[config.mk]
export PLATFORM = sky130hd
export DESIGN_NAME = branch_predictor
export DESIGN_NICKNAME = d
export VERILOG_FILES = /design/src/rtl/branch_predictor.sv
export SDC_FILE = /design/constraint.sdc
export NUM_CORES = 2
export LEC_CHECK = 0
export CAP_MARGIN = 20
export CORE_MARGIN = 4
export CORE_UTILIZATION = 33
export DETAILED_ROUTE_END_ITERATION = 10
export SKIP_CTS_REPAIR_TIMING = 1
export SLEW_MARGIN = 20
export SYNTH_ARGS = -nofsm -noshare
export SYNTH_HDL_FRONTEND = slang
export SYNTH_SLANG_ARGS = --single-unit
[constraint.sdc]
create_clock -name clk -period 5.45 [get_ports clk]
set_input_delay 1.09 -clock clk [delete_from_list [all_inputs] [get_ports clk]]
set_output_delay 1.09 -clock clk [all_outputs]
set_load 0.01 [all_outputs]
[src/rtl/branch_predictor.sv]
// Branch target buffer with 2-bit saturating direction counters: combinational
// next-PC lookup in Fetch, training and misprediction reporting from Execute.
module branch_predictor #(
    parameter int         DATA_WIDTH = 32,
    parameter int         ENTRIES    = 16,
    parameter logic [1:0] INIT_STATE = 2'b01
) (
    input  logic                  clk,
    input  logic                  rst,
    input  logic [DATA_WIDTH-1:0] pcf,
    output logic                  predict_taken_f,
    output logic [DATA_WIDTH-1:0] predict_target_f,
    input  logic                  update_e,
    input  logic [DATA_WIDTH-1:0] pce,
    input  logic                  taken_e,
    input  logic [DATA_WIDTH-1:0] target_e,
    input  logic                  is_jump_e,
    input  logic                  predicted_taken_e,
    input  logic [DATA_WIDTH-1:0] predicted_target_e,
    output logic                  mispredict_e,
    output logic [DATA_WIDTH-1:0] redirect_pc_e,
    input  logic                  flush_table,
    output logic [31:0]           branch_count,
    output logic [31:0]           mispredict_count
);

    localparam int IDX   = $clog2(ENTRIES);
    localparam int TAG_W = DATA_WIDTH - IDX - 2;

    logic [ENTRIES-1:0]    valid_q;
    logic [1:0]            ctr_q [ENTRIES];
    logic [TAG_W-1:0]      tag_q [ENTRIES];
    logic [DATA_WIDTH-1:0] tgt_q [ENTRIES];

    function automatic logic [1:0] ctr_inc(input logic [1:0] c);
        return (c == 2'b11) ? 2'b11 : c + 2'b01;
    endfunction

    function automatic logic [1:0] ctr_dec(input logic [1:0] c);
        return (c == 2'b00) ? 2'b00 : c - 2'b01;
    endfunction

    function automatic logic [31:0] cnt_sat_inc(input logic [31:0] c);
        return (c == 32'hFFFF_FFFF) ? c : c + 32'd1;
    endfunction

    // Fetch-side lookup
    logic [IDX-1:0]   idx_f;
    logic [TAG_W-1:0] tag_f;
    logic             hit_f;

    assign idx_f            = pcf[IDX+1:2];
    assign tag_f            = pcf[DATA_WIDTH-1:IDX+2];
    assign hit_f            = valid_q[idx_f] && (tag_q[idx_f] == tag_f);
    assign predict_taken_f  = hit_f && ctr_q[idx_f][1];
    assign predict_target_f = predict_taken_f ? tgt_q[idx_f] : pcf + DATA_WIDTH'(4);

    // Execute-side resolution
    logic [IDX-1:0]   idx_e;
    logic [TAG_W-1:0] tag_e;
    logic             hit_e;

    assign idx_e         = pce[IDX+1:2];
    assign tag_e         = pce[DATA_WIDTH-1:IDX+2];
    assign hit_e         = valid_q[idx_e] && (tag_q[idx_e] == tag_e);
    assign mispredict_e  = update_e && ((taken_e != predicted_taken_e) ||
                           (taken_e && (target_e != predicted_target_e)));
    assign redirect_pc_e = taken_e ? target_e : pce + DATA_WIDTH'(4);

    always_ff @(posedge clk or negedge rst) begin
        if (!rst) begin
            valid_q          <= '0;
            branch_count     <= '0;
            mispredict_count <= '0;
            for (int i = 0; i < ENTRIES; i++) ctr_q[i] <= INIT_STATE;
        end else begin
            if (update_e)     branch_count     <= cnt_sat_inc(branch_count);
            if (mispredict_e) mispredict_count <= cnt_sat_inc(mispredict_count);
            if (flush_table) begin
                valid_q <= '0;
                for (int i = 0; i < ENTRIES; i++) ctr_q[i] <= INIT_STATE;
            end else if (update_e) begin
                if (hit_e) begin
                    if (!taken_e)       ctr_q[idx_e] <= ctr_dec(ctr_q[idx_e]);
                    else if (is_jump_e) ctr_q[idx_e] <= 2'b11;
                    else                ctr_q[idx_e] <= ctr_inc(ctr_q[idx_e]);
                end else if (taken_e) begin
                    valid_q[idx_e] <= 1'b1;
                    ctr_q[idx_e]   <= is_jump_e ? 2'b11 : 2'b10;
                end
            end
        end
    end

    // Tag/target payload is never reset; valid_q alone qualifies it
    always_ff @(posedge clk) begin
        if (rst && update_e && taken_e && !flush_table) begin
            tag_q[idx_e] <= tag_e;
            tgt_q[idx_e] <= target_e;
        end
    end

endmodule

==> impl_metrics.csv <==
group,metric,value,unit
outcome,status,"finished with violations",
outcome,violations,"negative setup slack",
worst_setup_path,crit_path_end,"predict_target_f[10]",
yosys,yosysWarnings,0,
detailed_routing,wire_per_inst,30.4,um
worst_setup_path,path_buf_inv,6,
worst_setup_path,worstPathArrival,4690,ps
worst_setup_path,crit_chain,"clkbuf_16 -> buf_16 -> mux4_1 -> mux4_2 -> xnor2_1 -> nand4_1 -> nor2_1 -> nand2_1 -> or4b_4 -> clkbuf_16 -> buf_12 -> buf_6 -> mux2_4 -> buf_6",
timing,period_needed,5780,ps
global_routing,grt_max_degree,83,
clock_network,clkLatencyLatePin,730,ps
detailed_routing,routed_wl,155000,um
timing,setup_tns,-8000,ps
die,dieArea,149000,um^2
worst_setup_path,cp-end-kind,"output pin",
timing,fmax,173,MHz
clock_network,cts_sinks,1040,
yosys,synth_xor_area_share,3.68,%
worst_setup_path,cp.depth,14,
power,power.density,308,nW/um^2
power,vdd_ir_drop_max,0.260,mV
final_layout,final_common_cell,"edfxtp_1",
power,clkPwrFrac,40.1,%
global_routing,grtUsageTotal,20.1,%
timing,period_share,106,%
worst_setup_path,startpoint,"pcf[2]",
power,p_sw,4.24,mW
worst_setup_path,crit_slowest_cell,"or4b_4",
die,die_x,386,um
yosys,synth.distinct_cells,64,
yosys,synth_area_per_cell,18.0,um^2
placement,dp_slack,-945,ps
yosys,syn_inst,2620,
yosys,yosys_most_used_dff,"edfxtp_1",
final_layout,layout_common_cells,"edfxtp_1 (928), mux4_2 (374), buf_4 (232)",
detailed_routing,via_per_inst,5.59,
timing,rsz0062_at_grt,"yes",
timing,setup_violations,33,
die,io_pins,265,
detailed_routing,drc,0,
timing,fin_skew,60.7,ps
clock_network,ctsHtreeMaxLevel,3,
worst_setup_path,rrSetupSlack,1900,ps
placement,hpwl,99500,um
yosys,async_reset_ff_share,10.8,%
yosys,synth_area,47200,um^2
yosys,synth-simple-area-share,4.94,%
detailed_routing,ant_nets,0,
timing,slew_headroom,37.8,%
worst_setup_path,critPathRequiredTime,4360,ps
worst_setup_path,start_kind,"input pin",
global_routing,grt_pass1_vias,28200,
clock_network,clock_path_buffers,3,
worst_setup_path,cp_max_fo,15,
worst_setup_path,r2r_end,"ctr_q[10]",
global_routing,gr-total-overflow,0,
yosys,synth-adder-area-share,0.186,%
final_layout,area_delta_synth_final,22.9,%
yosys,synth-compound-area-share,2.82,%
flow_run,maxCapViolations,0,
worst_setup_path,worst-setup-path-type,"input pin to output pin",
die,start_util,33.3,%
yosys,synthesis.nets,2762,
worst_setup_path,cpPeakStageDelay,590,ps
die,core,142000,um^2
power,seq_power_share,49.5,%
final_layout,nNetsFinal,3266,
clock_network,path_clk_slew,60,ps
worst_setup_path,rr_worst_depth,10,
yosys,synthMuxAreaShare,21.3,%
clock_network,cts_made_buffers,106,
worst_setup_path,critical_path.top_delay_family,"multiplexers",
die,die_h,386,um
die,rows,138,
min_path,hp-class,"input pin to asynchronous set/reset pin",
timing,whs,339,ps
timing,worstMarginPinSlew,931,ps
power,p_comb_share,10.4,%
placement,place.gp.congestion,0.931,
yosys,ys_seq_area_share,65.0,%
clock_network,cts_tree,"built",
clock_network,cts_root_buf,"clkbuf_16",
final_layout,fillers,12600,
detailed_routing,drtIter0Drc,3381,
worst_setup_path,r2r-start,"tag_q[0][7]",
power,power_switching_share,23.7,%
power,p_leak,19.5,nW
yosys,ys_seq_elements,1040,
global_routing,grt_first_pass_wirelength,212000,um
yosys,synth_edf_count,928,
placement,io_buffers,264,
detailed_routing,dr.pass1.iters,7,
final_layout,drive_above_1_share,29.5,%
detailed_routing,route.vias.total,28500,
yosys,synth_top_family_by_area,"multiplexers",
timing,setup_ws,-325,ps
global_routing,antenna_found_initial,12,
power,p_int,13.6,mW
timing,drv_slew,0,
timing,finalHoldViolations,0,
## stage by stage
step                      power [mW]  utilization, %  cell area, um^2  std cells
after floorplan                 9.86               -            47200       2620
after global placement          10.8            38.2            54100       4889
after detailed placement        10.8            38.2            54100       4889
after CTS                       18.0            40.6            57500       5086
after global routing            18.5            40.9            58000       5104
final                           17.9            40.9            58000       5109
## state kept, by name, summed over array words and instances, names as in the netlist
| signal | count |
|---|---|
| branch_count | 32 |
| ctr_q | 32 |
| mispredict_count | 32 |
| tag_q | 416 |
| tgt_q | 512 |
| valid_q | 16 |
## Yosys cell counts, types with 7 or more instances
master | number | share of area (%)
o311ai_0 | 14 | 0.26
nor3_1 | 46 | 0.49
nor2b_1 | 9 | 0.12
inv_1 | 33 | 0.26
buf_2 | 41 | 0.43
o211ai_1 | 7 | 0.11
xor2_1 | 81 | 1.5
dfstp_2 | 16 | 0.89
o21ai_0 | 60 | 0.64
a31oi_1 | 35 | 0.46
and4_1 | 8 | 0.15
nor2_1 | 87 | 0.69
clkbuf_1 | 73 | 0.58
nand2_1 | 137 | 1.1
a21oi_1 | 13 | 0.14
mux2_2 | 30 | 0.72
and2_1 | 11 | 0.15
mux2i_1 | 57 | 1.2
buf_1 | 26 | 0.21
o22ai_1 | 19 | 0.25
and3_1 | 21 | 0.28
edfxtp_1 | 928 | 59
ha_1 | 7 | 0.19
buf_4 | 12 | 0.19
xnor2_1 | 117 | 2.2
mux4_1 | 9 | 0.50
nand2b_1 | 7 | 0.093
a22oi_1 | 15 | 0.24
nand3_1 | 57 | 0.60
dfrtp_1 | 96 | 5.1
mux4_2 | 374 | 18
or3_1 | 8 | 0.11
nand4_1 | 46 | 0.61
mux2_4 | 29 | 0.92
nor4_1 | 23 | 0.30
## metal layers
metal / up-vias / global-route usage [%] / routed length, um
met4: 8 / 6.51 / 6040
met5: - / 0 / 53
met2: 1645 / 31.5 / 71900
li1: 11800 / - / -
met3: 279 / 6.62 / 17500
met1: 14900 / 26.6 / 59700
## logic make-up (layout without fill, tap and decap cells)
kind of cell    count (synthesis)  after routing
flops                        1040           1040
mux                           501            501
simple gates                  474            474
compound gates                202            202
xor+xnor                      198            198
buf+inv                       198            791
fa+ha+maj                       7              7
other cells                     0              6
## worst register-to-register path, cell delays in order (launching register included)
cell	delay [ps]
edfxtp_1	400
mux4_2	460
mux2i_1	170
xor2_1	370
nor4bb_1	280
buf_4	200
o2111ai_1	180
nor4_1	490
a32oi_2	180
buf_4	260
o311ai_0	390
## power by group through the flow
stage                     clock network [mW]  registers (mW)  logic (mW)
after floorplan                            0            9.02       0.842
after global placement                     0            9.00        1.82
after detailed placement                   0            9.00        1.82
after CTS                               7.32            8.84        1.83
after global routing                    7.66            8.85        1.96
final                                   7.17            8.84        1.87
## final cells by class
class	instances	area, um^2	area share, %
antenna	6	15.0	0.0259
clock buffer	134	2780	4.79
clock inverter	63	623	1.07
inverter	36	161	0.278
multi-input combinational	1382	15800	27.2
sequential	1040	30700	52.9
tap	1890	2360	4.08
timing repair buffer	557	5610	9.67
timing repair inverter	1	8.76	0.0151
## worst min path at each step
stage / startpoint / to / depth (start not counted)
global route: rst / branch_count[27] / 1
global placement: mispredict_count[10] / mispredict_count[10] / 1
finish: rst / branch_count[7] / 1
CTS: rst / branch_count[24] / 1
floorplan: valid_q[13] / valid_q[13] / 2
detailed placement: branch_count[8] / branch_count[8] / 1
No activity file was read; power rests on OpenSTA's default activity.
